`config.mk`:
```
export PLATFORM = sky130hd
export DESIGN_NAME = nrf24_controller_rx
export DESIGN_NICKNAME = d
export VERILOG_FILES = /design/src/rtl/nrf24_controller_rx.sv
export SDC_FILE = /design/constraint.sdc
export NUM_CORES = 1
export LEC_CHECK = 0
export CORE_ASPECT_RATIO = 1.4
export CORE_UTILIZATION = 35
export CTS_CLUSTER_DIAMETER = 40
export DETAILED_ROUTE_END_ITERATION = 12
export GPL_TIMING_DRIVEN = 0
export SLEW_MARGIN = 20
export SYNTH_ARGS = -nofsm -noshare
export SYNTH_HDL_FRONTEND = slang
export SYNTH_SLANG_ARGS = --single-unit
```
`constraint.sdc`:
```
create_clock -name clk -period 7.9 [get_ports clk]
set_input_delay 1.975 -clock clk [delete_from_list [all_inputs] [get_ports clk]]
set_output_delay 1.975 -clock clk [all_outputs]
set_load 0.02 [all_outputs]
```
`src/rtl/nrf24_controller_rx.sv`:
```
// nrf24_controller_rx: receive-only nRF24L01 controller.
// Runs the radio init sequence over a byte-wide SPI master, then services
// IRQ_n by reading STATUS, fetching one-byte payloads from pipe 0 and
// clearing the interrupt flags.
// Optional feature: define NRF24_RX_WATCHDOG_EN to build the link watchdog
// that raises link_lost when no payload arrives within WDOG_MS.
module nrf24_controller_rx #(
  parameter int unsigned SYS_CLK_HZ  = 100_000_000,
  parameter logic [7:0]  RF_CHANNEL  = 8'h4c,
  parameter logic [39:0] NRF_RX_ADDR = 40'hE7E7E7E7E7,
  parameter int unsigned WDOG_MS     = 100
) (
  input  logic        clk,
  input  logic        rstn,
  output logic        spi_start,
  output logic [7:0]  spi_tx,
  input  logic [7:0]  spi_rx,
  input  logic        spi_done,
  output logic        spi_hold_csn,
  output logic        CE,
  input  logic        IRQ_n,
  output logic [7:0]  rx_data,
  output logic        rx_valid,
  output logic        link_ready,
  output logic [15:0] pkt_cnt,
  output logic        rx_err,
  output logic        link_lost
);

  // Power-up settle time: 2 ms expressed in system clocks, minus one for the
  // zero-based counter.
  localparam logic [31:0] WAIT_LAST = 32'(2 * (SYS_CLK_HZ / 1000) - 1);

  typedef enum logic [3:0] {
    ST_CFG   = 4'd0,  // CONFIG write
    ST_WAIT  = 4'd1,  // settle delay after power-up
    ST_INIT  = 4'd2,  // remaining init transactions, indexed by tidx_q
    ST_IDLE  = 4'd3,  // waiting for IRQ
    ST_NOP   = 4'd4,  // read STATUS via NOP
    ST_READ  = 4'd5,  // R_RX_PAYLOAD + one dummy byte
    ST_FLUSH = 4'd6,  // FLUSH_RX after an invalid pipe
    ST_CLR   = 4'd7   // STATUS write with clr_val_q
  } state_t;

  state_t      state_q;
  logic        busy_q;       // a byte is in flight in the SPI master
  logic [2:0]  bidx_q;       // index of the byte in flight
  logic [3:0]  tidx_q;       // init transaction index
  logic [31:0] wait_q;
  logic [7:0]  clr_val_q;    // flags to clear in the closing STATUS write
  logic [2:0]  irq_sync_q;

  logic        spi_start_q;
  logic [7:0]  spi_tx_q;
  logic        spi_hold_csn_q;
  logic        ce_q;
  logic [7:0]  rx_data_q;
  logic        rx_valid_q;
  logic        link_ready_q;
  logic [15:0] pkt_cnt_q;
  logic        rx_err_q;

  logic [2:0]  nxt_idx_s;
  logic [7:0]  tx_byte_s;
  logic [2:0]  cur_last_s;

  // Select reg/command byte for index 0, data byte otherwise.
  function automatic logic [7:0] pick(input logic [2:0] b, input logic [7:0] cmd_b,
                                      input logic [7:0] dat_b);
    return (b == 3'd0) ? cmd_b : dat_b;
  endfunction

  // Receive address is sent least-significant byte first.
  function automatic logic [7:0] addr_byte(input logic [2:0] b);
    logic [7:0] v;
    v = 8'hFF;
    case (b)
      3'd1:    v = NRF_RX_ADDR[7:0];
      3'd2:    v = NRF_RX_ADDR[15:8];
      3'd3:    v = NRF_RX_ADDR[23:16];
      3'd4:    v = NRF_RX_ADDR[31:24];
      3'd5:    v = NRF_RX_ADDR[39:32];
      default: v = 8'hFF;
    endcase
    return v;
  endfunction

  // Byte b of init transaction t (the ones following the settle delay).
  function automatic logic [7:0] init_byte(input logic [3:0] t, input logic [2:0] b);
    logic [7:0] v;
    v = 8'hFF;
    case (t)
      4'd0:    v = pick(b, 8'h21, 8'h01);        // EN_AA
      4'd1:    v = pick(b, 8'h22, 8'h01);        // EN_RXADDR
      4'd2:    v = pick(b, 8'h23, 8'h03);        // SETUP_AW
      4'd3:    v = pick(b, 8'h25, RF_CHANNEL);   // RF_CH
      4'd4:    v = pick(b, 8'h26, 8'h06);        // RF_SETUP
      4'd5:    v = pick(b, 8'h31, 8'h01);        // RX_PW_P0
      4'd6:    v = pick(b, 8'h27, 8'h70);        // STATUS
      4'd7:    v = pick(b, 8'h2A, addr_byte(b)); // RX_ADDR_P0
      4'd8:    v = 8'hE2;                        // FLUSH_RX
      default: v = 8'hFF;
    endcase
    return v;
  endfunction

  // Index of the last byte of init transaction t.
  function automatic logic [2:0] init_last(input logic [3:0] t);
    logic [2:0] v;
    v = 3'd1;
    case (t)
      4'd7:    v = 3'd5;
      4'd8:    v = 3'd0;
      default: v = 3'd1;
    endcase
    return v;
  endfunction

  // Next byte to shift and the last byte index of the current transaction.
  always_comb begin
    nxt_idx_s  = busy_q ? (bidx_q + 3'd1) : 3'd0;
    tx_byte_s  = 8'hFF;
    cur_last_s = 3'd0;
    case (state_q)
      ST_CFG: begin
        tx_byte_s  = pick(nxt_idx_s, 8'h20, 8'h0B);
        cur_last_s = 3'd1;
      end
      ST_INIT: begin
        tx_byte_s  = init_byte(tidx_q, nxt_idx_s);
        cur_last_s = init_last(tidx_q);
      end
      ST_NOP: begin
        tx_byte_s  = 8'hFF;
        cur_last_s = 3'd0;
      end
      ST_READ: begin
        tx_byte_s  = pick(nxt_idx_s, 8'h61, 8'hFF);
        cur_last_s = 3'd1;
      end
      ST_FLUSH: begin
        tx_byte_s  = 8'hE2;
        cur_last_s = 3'd0;
      end
      ST_CLR: begin
        tx_byte_s  = pick(nxt_idx_s, 8'h27, clr_val_q);
        cur_last_s = 3'd1;
      end
      default: begin
        tx_byte_s  = 8'hFF;
        cur_last_s = 3'd0;
      end
    endcase
  end

  // Three-flop synchronizer for the asynchronous IRQ line.
  always_ff @(posedge clk or negedge rstn) begin
    if (!rstn) begin
      irq_sync_q <= 3'b111;
    end else begin
      irq_sync_q <= {irq_sync_q[1:0], IRQ_n};
    end
  end

  // Main sequencer: init, IRQ service and SPI byte handshake.
  always_ff @(posedge clk or negedge rstn) begin
    if (!rstn) begin
      state_q        <= ST_CFG;
      busy_q         <= 1'b0;
      bidx_q         <= 3'd0;
      tidx_q         <= 4'd0;
      wait_q         <= 32'd0;
      clr_val_q      <= 8'h70;
      spi_start_q    <= 1'b0;
      spi_tx_q       <= 8'h00;
      spi_hold_csn_q <= 1'b0;
      ce_q           <= 1'b0;
      rx_data_q      <= 8'h00;
      rx_valid_q     <= 1'b0;
      link_ready_q   <= 1'b0;
      pkt_cnt_q      <= 16'd0;
      rx_err_q       <= 1'b0;
    end else begin
      spi_start_q <= 1'b0;
      rx_valid_q  <= 1'b0;
      rx_err_q    <= 1'b0;
      case (state_q)
        ST_WAIT: begin
          if (wait_q == WAIT_LAST) begin
            state_q <= ST_INIT;
            tidx_q  <= 4'd0;
            wait_q  <= 32'd0;
          end else begin
            wait_q <= wait_q + 32'd1;
          end
        end
        ST_IDLE: begin
          if (irq_sync_q[2] == 1'b0) begin
            state_q <= ST_NOP;
          end
        end
        ST_CFG, ST_INIT, ST_NOP, ST_READ, ST_FLUSH, ST_CLR: begin
          if (!busy_q) begin
            // open a new transaction with its first byte
            spi_start_q    <= 1'b1;
            spi_tx_q       <= tx_byte_s;
            spi_hold_csn_q <= 1'b1;
            busy_q         <= 1'b1;
            bidx_q         <= 3'd0;
          end else if (spi_done) begin
            if (bidx_q != cur_last_s) begin
              spi_start_q <= 1'b1;
              spi_tx_q    <= tx_byte_s;
              bidx_q      <= nxt_idx_s;
            end else begin
              // last byte done: release CSN and pick the next step
              spi_hold_csn_q <= 1'b0;
              busy_q         <= 1'b0;
              bidx_q         <= 3'd0;
              case (state_q)
                ST_CFG: begin
                  state_q <= ST_WAIT;
                  wait_q  <= 32'd0;
                end
                ST_INIT: begin
                  if (tidx_q == 4'd8) begin
                    state_q      <= ST_IDLE;
                    ce_q         <= 1'b1;
                    link_ready_q <= 1'b1;
                  end else begin
                    tidx_q <= tidx_q + 4'd1;
                  end
                end
                ST_NOP: begin
                  if (spi_rx[6]) begin
                    if (spi_rx[3:1] == 3'b111) begin
                      rx_err_q <= 1'b1;
                      state_q  <= ST_FLUSH;
                    end else begin
                      state_q <= ST_READ;
                    end
                  end else begin
                    rx_err_q  <= 1'b1;
                    clr_val_q <= 8'h70;
                    state_q   <= ST_CLR;
                  end
                end
                ST_READ: begin
                  rx_data_q  <= spi_rx;
                  rx_valid_q <= 1'b1;
                  pkt_cnt_q  <= pkt_cnt_q + 16'd1;
                  clr_val_q  <= 8'h40;
                  state_q    <= ST_CLR;
                end
                ST_FLUSH: begin
                  clr_val_q <= 8'h40;
                  state_q   <= ST_CLR;
                end
                ST_CLR: begin
                  state_q <= ST_IDLE;
                end
                default: begin
                  state_q <= ST_CFG;
                end
              endcase
            end
          end
        end
        default: begin
          state_q <= ST_CFG;
        end
      endcase
    end
  end

`ifdef NRF24_RX_WATCHDOG_EN
  localparam logic [31:0] WDOG_CYC = 32'(WDOG_MS * (SYS_CLK_HZ / 1000));

  logic [31:0] wdog_q;
  logic        link_lost_q;

  // Link watchdog: counts idle/service time since the last delivered payload.
  always_ff @(posedge clk or negedge rstn) begin
    if (!rstn) begin
      wdog_q      <= 32'd0;
      link_lost_q <= 1'b0;
    end else if (rx_valid_q) begin
      wdog_q      <= 32'd0;
      link_lost_q <= 1'b0;
    end else if (link_ready_q) begin
      if (wdog_q >= WDOG_CYC) begin
        link_lost_q <= 1'b1;
      end else begin
        wdog_q <= wdog_q + 32'd1;
      end
    end
  end

  assign link_lost = link_lost_q;
`else
  assign link_lost = 1'b0;
`endif

  assign spi_start    = spi_start_q;
  assign spi_tx       = spi_tx_q;
  assign spi_hold_csn = spi_hold_csn_q;
  assign CE           = ce_q;
  assign rx_data      = rx_data_q;
  assign rx_valid     = rx_valid_q;
  assign link_ready   = link_ready_q;
  assign pkt_cnt      = pkt_cnt_q;
  assign rx_err       = rx_err_q;

endmodule

```
# Yosys cells after proc, flatten, opt, wreduce, memory -nomap -nowiden
# Cells that the tools add are included.
# op_classes
add_sub_neg,4
eq_ne,36
muxes,69
bitwise,1
reduce_logical,18
# ops
op,n
two-way mux 32 bit,5
case mux 8 bit (9 select lines),1
case mux 32 bit (2 select lines),1
two-way mux 8 bit,7
two-way mux 4 bit,13
case mux 8 bit (5 select lines),1
two-way mux 6 bit,6
"adder 32 x 1 -> 32 bit, second input constant",1
"== test 32 x 18 -> 1 bit, second input constant",1
"== test 4 x 3 -> 1 bit, second input constant",8
"inequality test 2 bit, second input constant",11
two-way mux 1 bit,21
case mux 4 bit (5 select lines),1
AND reduction 6 bit,3
"adder 16 x 1 -> 16 bit, second input constant",1
"== test 4 x 2 -> 1 bit, second input constant",4
case mux 8 bit (2 select lines),1
two-way mux 7 bit,2
two-way mux 3 bit,4
case mux 3 bit (2 select lines),2
case mux 4 bit (3 select lines),1
AND reduction 5 bit,2
"== test 3 bit, second input constant",3
"== test 4 x 1 -> 1 bit, second input constant",2
other kinds (22),26
# totals
ff_bits,92
inputBits,12
word_cells,143

# Depth between registers and ports, before layout
# Gate-level depths: netlist of run 1.
# depth
depth_word,11
ltp_mapped,10

# Worst setup path after synthesis of run 1
# Ideal clock, no wire load.
# synth_path
path_type,input-to-reg
from,in spi_done
to,reg wait_q[25]
setup_time_ps,78
arrival_ps,3366
setup_slack_ps,4456
path_stages,6
n_path_buf,0
cell_sequence,nand2_1 a21boi_0 nand4_1 a211o_1 or3_1 a21oi_1
# synth_via
elab_chain_cells,2
# synth_lines
element,line_no,text
from (decl),18,"input logic spi_done,"
inequality test 2 bit (no source line),n/a,
AND reduction 5 bit (no source line),n/a,
to (signal assigned),194,wait_q <= wait_q + 32'd1;
to (decl),49,logic [31:0] wait_q;
# Every way passes these cells.
# A chain may end at the register's enable or synchronous reset.

# Worst setup path in the final report of run 1
# Ends and elaborated chain as after synthesis.

==> run metrics, run 1 <==
status finished clean; drt pass-1 iters 4; Die Area 14200 µm²; Max Cap Viol 0; Initial Util 0.360; share of power burned in registers 0.303; WP data arrival 4.41 ns; switching power 0.000837 W; IO buf count 49; total grt overflow 0; register area share after synthesis 0.437; hold buffers post-CTS 0; RSZ-0062 raised after global routing false; via count 4067; post-CTS sizing 0; Pint 0.00115 W; final setup fails 0; PwrDens 338 nW/µm²; FMAX 241 MHz; setup TNS 0 ns; Final #Nets 588; Max VDD drop 160 µV; number of enable flip-flop cells after synthesis 0; Req. time, crit path 8.15 ns; worst-path maximum fanout 5; vias in the first global route 4028; H-Tree Depth 3; Post-CTS Setup Bufs 0; mean post-synth cell area 9.48 µm²; CTS max path bufs 2; Vias per Instance 5.38; largest net degree at the start of global routing 49; core area 13400 µm²; first-pass GRT wire length 20200 µm; DP Worst Slack 3.40 ns; Clock Skews 0.0103 ns; drt wl/cell 15.9 µm; Post-synth ARST share 1.00; Synth Instances 508; DRC viols 0; combinational share of power 0.479; RD Place Congestion 0.938; Worst-Skew Late Latency 0.34 ns; worst hold slack 0.357 ns; CTS sink count 84; antenna cells 0; Hold Fails Final Rpt 0; worst-margin pin slew 0.902 ns; antenna violations before repair 0; leak pwr 2.42 nW; share of layout cells above drive strength 1 0.110; Tmin final 4.15 ns; crit start category input pin; FP Rows 50; Net Count, Synth 527; Synth Register Bits 84; Worst setup EP type register; Die H 141 µm; clock root cell clkbuf_16; area grow syn2layout 21.8%; Clk pwr share 0.219; CTS tree built; Post-synth top flop dfrtp_1; Die W 101 µm; synth warn 0; drt total wl 12100 µm; Slew headroom 0.398; Ports 51; CTS buffer count 9; synthesized area 4820 µm²; GRT Util Overall 0.181; final setup margin 3.75 ns; post-synth cell types 69; net switching fraction of the power 0.422; DR iter-0 viols 260; worst hold path type register to register; DPL Wire Length 8910 µm; critical path class input pin to register; clock transition at the registers of the reported paths 0.06 ns; period utilization 0.526; antenna-violating nets left 0; Final Max Slew Viols 0
-- final cells by class --
type / count / area [µm²]
Buffer: 30 / 141
Clock buffer: 9 / 225
Clock inverter: 7 / 80.1
Fill cell: 1317 / 7520
Inverter: 12 / 45.0
Multi-Input combinational cell: 382 / 2520
Sequential cell: 84 / 2110
Tap cell: 182 / 228
Timing Repair Buffer: 50 / 515
-- path summary, 6_finish.rpt --
| check | end | start | slack, ns | depth (start not counted) |
|---|---|---|---|---|
| setup / recovery | wait_q[25]$_DFFE_PN0P_ | spi_done | 3.75 | 7 |
| hold / removal | irq_sync_q[1]$_DFF_PN1_ | irq_sync_q[0]$_DFF_PN1_ | 0.36 | 0 |
| setup reg to reg | wait_q[28]$_DFFE_PN0P_ | tidx_q[0]$_DFFE_PN0P_ | 4.93 | 9 |
| hold reg to reg | irq_sync_q[1]$_DFF_PN1_ | irq_sync_q[0]$_DFF_PN1_ | 0.36 | 0 |
| max in group asynchronous | clr_val_q[4]$_DFFE_PN1P_ | rstn | 5.62 | 2 |
| min in group asynchronous | wait_q[24]$_DFFE_PN0P_ | rstn | 1.61 | 1 |
-- state kept, by name, indices dropped and copies added (netlist names) --
register / flops
rx_data: 8
tidx_q: 4
rx_err: 1
spi_tx: 8
irq_sync_q: 3
state_q: 3
spi_start: 1
rx_valid: 1
bidx_q: 3
spi_hold_csn: 1
busy_q: 1
wait_q: 32
link_ready: 1
clr_val_q: 1
pkt_cnt: 16
-- cell families after synthesis --
logic type | share of synthesized area
simple gates | 0.233
buf+inv | 0.0387
compound gates | 0.142
xor+xnor | 0.0763
other cells | 0.000778
flops | 0.437
mux | 0.0538
fa+ha+maj | 0.0182
-- cell usage in the layout, fill, tap and decap left out, types with 8 or more instances in the layout --
master and count:
nand4_1 14, mux2_2 15, inv_1 12, clkbuf_1 18, xor2_1 17, nand2_1 40
nand3_1 36, o21ai_0 15, clkdlybuf4s50_1 48, dfrtp_1 80, a21oi_1 19, nor2_1 54
and3_1 18, clkbuf_16 9, nor4_1 8, xnor2_1 25
-- power by group through the flow --
stage	clock [W]	sequential (W)	combinational, W
after global placement	0	0.000603	0.000928
after global routing	0.000467	0.000614	0.00104
final	0.000434	0.000600	0.000949
after detailed placement	0	0.000607	0.000943
after floorplan	0	0.000656	0.000579
after CTS	0.000448	0.000600	0.000948
-- worst max-delay path, cell delays in order --
cell,delay [ns]
clkdlybuf4s50_1,0.55
nand2_1,0.14
a21boi_0,0.49
nand4_1,0.34
a211o_1,0.42
or3_1,0.32
a21oi_1,0.16
-- synth_stat cells (all sizes together), types with 4 or more instances --
library cell / instances / share of area
a21oi: 19 / 0.020
o31ai: 5 / 0.0078
clkbuf: 18 / 0.014
or3: 4 / 0.0062
buf: 12 / 0.015
dfstp: 4 / 0.022
xnor2: 25 / 0.045
ha: 7 / 0.018
a31oi: 5 / 0.0065
nor3: 7 / 0.0073
and3: 18 / 0.023
xor2: 17 / 0.031
and4: 6 / 0.011
dfrtp: 80 / 0.42
nor4: 8 / 0.010
nor2b: 4 / 0.0052
nand4: 15 / 0.021
a2111oi: 8 / 0.024
o211ai: 5 / 0.0078
o21ai: 16 / 0.017
mux2: 20 / 0.048
and2: 6 / 0.0083
nand3: 36 / 0.037
inv: 12 / 0.0093
nor2: 56 / 0.045
a211oi: 6 / 0.010
a22o: 4 / 0.0073
nand2: 40 / 0.031
-- metrics by stage --
step                      total power, W  instances  utilization  area (µm²)
after floorplan                  0.00124        508            -        4820
after global placement           0.00153        739        0.414        5540
after detailed placement         0.00155        740        0.415        5560
after CTS                        0.00200        756        0.438        5870
after global routing             0.00212        756        0.438        5870
final                            0.00198        756        0.438        5870
-- metal layers --
layer	part of all wire	GRT usage	wire, µm	vias to the layer above
li1	-	-	-	1962
met2	0.52	0.315	6260	87
met1	0.42	0.215	5120	1996
met5	0	0	0	-
met3	0.029	0.0332	344	22
met4	0.027	0.0831	327	0
Note: power is estimated with default switching activity, not from simulation.
==> run 2: changes to the inputs <==
==> constraint.sdc (replaced) <==
create_clock -name clk -period 3.6 [get_ports clk]
set_input_delay 0.9 -clock clk [delete_from_list [all_inputs] [get_ports clk]]
set_output_delay 0.9 -clock clk [all_outputs]
set_load 0.02 [all_outputs]
==> results of run 2 <==
The final DEF is identical to that of run 1. Status: finished clean.
Main changes from that run: setup slack after placement 3.40 ns -> 0.174 ns; setup slack after layout 3.75 ns -> 0.522 ns; register-to-register setup slack 4.93 ns -> 0.63 ns; total power 0.00198 W -> 0.00435 W; worst IR drop on VDD 160 µV -> 351 µV
==> run 3: changes to the inputs <==
--- a/config.mk
+++ b/config.mk
@@ -5,10 +5,12 @@
 export SDC_FILE = /design/constraint.sdc
 export NUM_CORES = 1
 export LEC_CHECK = 0
+export ABC_AREA = 1
 export CORE_ASPECT_RATIO = 1.4
 export CORE_UTILIZATION = 35
 export CTS_CLUSTER_DIAMETER = 40
 export DETAILED_ROUTE_END_ITERATION = 12
+export DONT_BUFFER_PORTS = 1
 export GPL_TIMING_DRIVEN = 0
 export SLEW_MARGIN = 20
 export SYNTH_ARGS = -nofsm -noshare
==> run metrics, run 3 <==
status finished clean; synth warn 0; DRC viols 0; largest family of logic cells by synthesized area simple AND/OR/NAND/NOR gates; largest net degree at the start of global routing 85; first-pass GRT wire length 23400 µm; multi-input combinational cell area 2810 µm²; DPL Wire Length 10700 µm; hold buffers post-CTS 0; setup TNS 0 ns; Max Cap Viol 0; area grow syn2layout 10.7%; mean post-synth cell area 6.88 µm²; FP Rows 53; post-synthesis adder-cell area fraction 0.0163; post-synth top area share 0.374; total grt overflow 0; top cells by area, synth dfrtp_1 37%, nand2_1 18%, nand3_1 6.6%; FILL cells 1641; WP data arrival 2.55 ns; worst hold path type input pin to asynchronous set/reset pin; CTS tree built; synthesized area 5360 µm²; simple-gate share of the synthesized area 0.393; drt pass-1 iters 5; reg2reg start wait_q[0]$_DFFE_PN0P_; GRT Util Overall 0.188; critical path class register to register; Clock Skews 0.00866 ns; mux contribution to synthesized area 0; Die W 107 µm; Hold Fails Final Rpt 0; Slew headroom 0.595; final setup fails 0; clock root cell clkbuf_16; Post-Layout Cell Count 987; Final Max Slew Viols 0; antenna-violating nets left 0; Req. time, crit path 3.84 ns; Synth Register Bits 84; drt total wl 14300 µm; core area 15000 µm²; crit start category register; antenna violations before repair 0; Final #Nets 809; Tmin final 2.31 ns; RSZ-0062 raised after global routing false; period utilization 0.641; max FFs per register 32; Synth Instances 779; CTS max path bufs 2; via count 4885; clock transition at the registers of the reported paths 0.07 ns; number of enable flip-flop cells after synthesis 0; worst-margin pin slew 0.607 ns; share of layout cells above drive strength 1 0.0767; Post-synth ARST share 1.00; Initial Util 0.358; Post-CTS Setup Bufs 0; Vias per Instance 4.95; IO buf count 0; H-Tree Depth 3; Net Count, Synth 798; register area share after synthesis 0.393; commonest cells in the netlist 263 x nand2_1, 92 x nor2_1, 80 x dfrtp_1, 73 x inv_1, 71 x nand3_1; Most flops, register wait_q; vias in the first global route 4588; drt wl/cell 14.5 µm; antenna cells 0; worst-path maximum fanout 8; Post-synth top flop dfrtp_1; xor/xnor share of the synthesized area 0.0376; Max VDD drop 350 µV; most common cell after layout, fill and taps aside nand2_1; most frequent cell after synthesis nand2_1; most frequent cells in the layout 263 x nand2_1, 92 x nor2_1, 80 x dfrtp_1; Cell Count Post-Placement 971; DR iter-0 viols 262; Worst setup EP type register; post-CTS sizing 0; CTS sink count 84; leak pwr 2.80 nW; post-synth cell types 38; RD Place Congestion 0.946; Worst-Skew Late Latency 0.35 ns; post-synth top area cell dfrtp_1; Ports 51; CTS buffer count 9; compound-cell area share of the yosys netlist 0.0761; PwrDens 652 nW/µm²; Die Area 15800 µm²; Die H 148 µm; FF/Latch Area 2110 µm²; FMAX 433 MHz; Worst setup startpoint wait_q[0]$_DFFE_PN0P_
==> run 3: kinds of logic after synthesis <==
logic type | Yosys count
and+or+nand+nor | 487
buffers and inverters | 100
DFF | 84
AOI/OAI and AO/OA | 77
xor gates and xnor gates | 23
adders and majority gates | 7
other | 1
==> run 3: per-layer routing <==
layer / part of all wire / global-route usage / up-vias
met5: 0 / 0 / -
met4: 0.031 / 0.0795 / 0
met3: 0.030 / 0.0267 / 34
li1: - / - / 2522
met2: 0.52 / 0.343 / 107
met1: 0.42 / 0.217 / 2222
==> run 3: path summary, 6_finish.rpt <==
path                                           endpoint  slack, ns  depth (start not counted)
worst min-delay path             wait_q[18]$_DFFE_PN0P_       0.26                          0
max in group asynchronous       irq_sync_q[1]$_DFF_PN1_       3.12                          0
min in group clk                irq_sync_q[2]$_DFF_PN1_       0.36                          0
worst max register to register    tidx_q[3]$_DFFE_PN0P_       1.29                         13
worst min register to register  irq_sync_q[2]$_DFF_PN1_       0.36                          0
worst max-delay path              tidx_q[3]$_DFFE_PN0P_       1.29                         13
==> run 3: metrics by stage <==
| step | hold WS, ns | utilization | instance area (µm²) | setup WS (ns) | power (W) |
|---|---|---|---|---|---|
| floorplan | 0.345 | - | 5360 | 1.72 | 0.00251 |
| global placement | 0.347 | 0.374 | 5600 | 1.31 | 0.00282 |
| detailed placement | 0.347 | 0.374 | 5600 | 1.30 | 0.00284 |
| CTS | 0.239 | 0.396 | 5930 | 1.29 | 0.00391 |
| global route | 0.235 | 0.396 | 5930 | 1.04 | 0.00417 |
| finish | 0.259 | 0.396 | 5930 | 1.29 | 0.00387 |
==> run 3: final cells by class <==
cell class / count / share of cell area
Multi-Input combinational cell: 595 / 0.473
Sequential cell: 84 / 0.355
Inverter: 79 / 0.0513
Tap cell: 192 / 0.0405
Clock buffer: 9 / 0.0380
Buffer: 21 / 0.0241
Clock inverter: 7 / 0.0179
==> run 3: worst max-delay path: stages (launching register included) <==
cell     delay [ns]
dfrtp_1        0.48
ha_1           0.18
buf_2          0.20
inv_1          0.10
nor2_1         0.32
nand3_1        0.11
nor2_1         0.12
nand2_1        0.08
nand2_1        0.14
nand2_1        0.07
nor2_1         0.17
nand3_1        0.12
nand2_1        0.07
nand2_1        0.05
==> run 3: report_power, final <==
| group | internal [W] | total (W) | switching [W] |
|---|---|---|---|
| logic | 0.000432 | 0.00132 | 0.000890 |
| clock network | 0.000622 | 0.00105 | 0.000429 |
| registers | 0.00115 | 0.00150 | 0.000347 |
| total | 0.00220 | 0.00387 | 0.00167 |
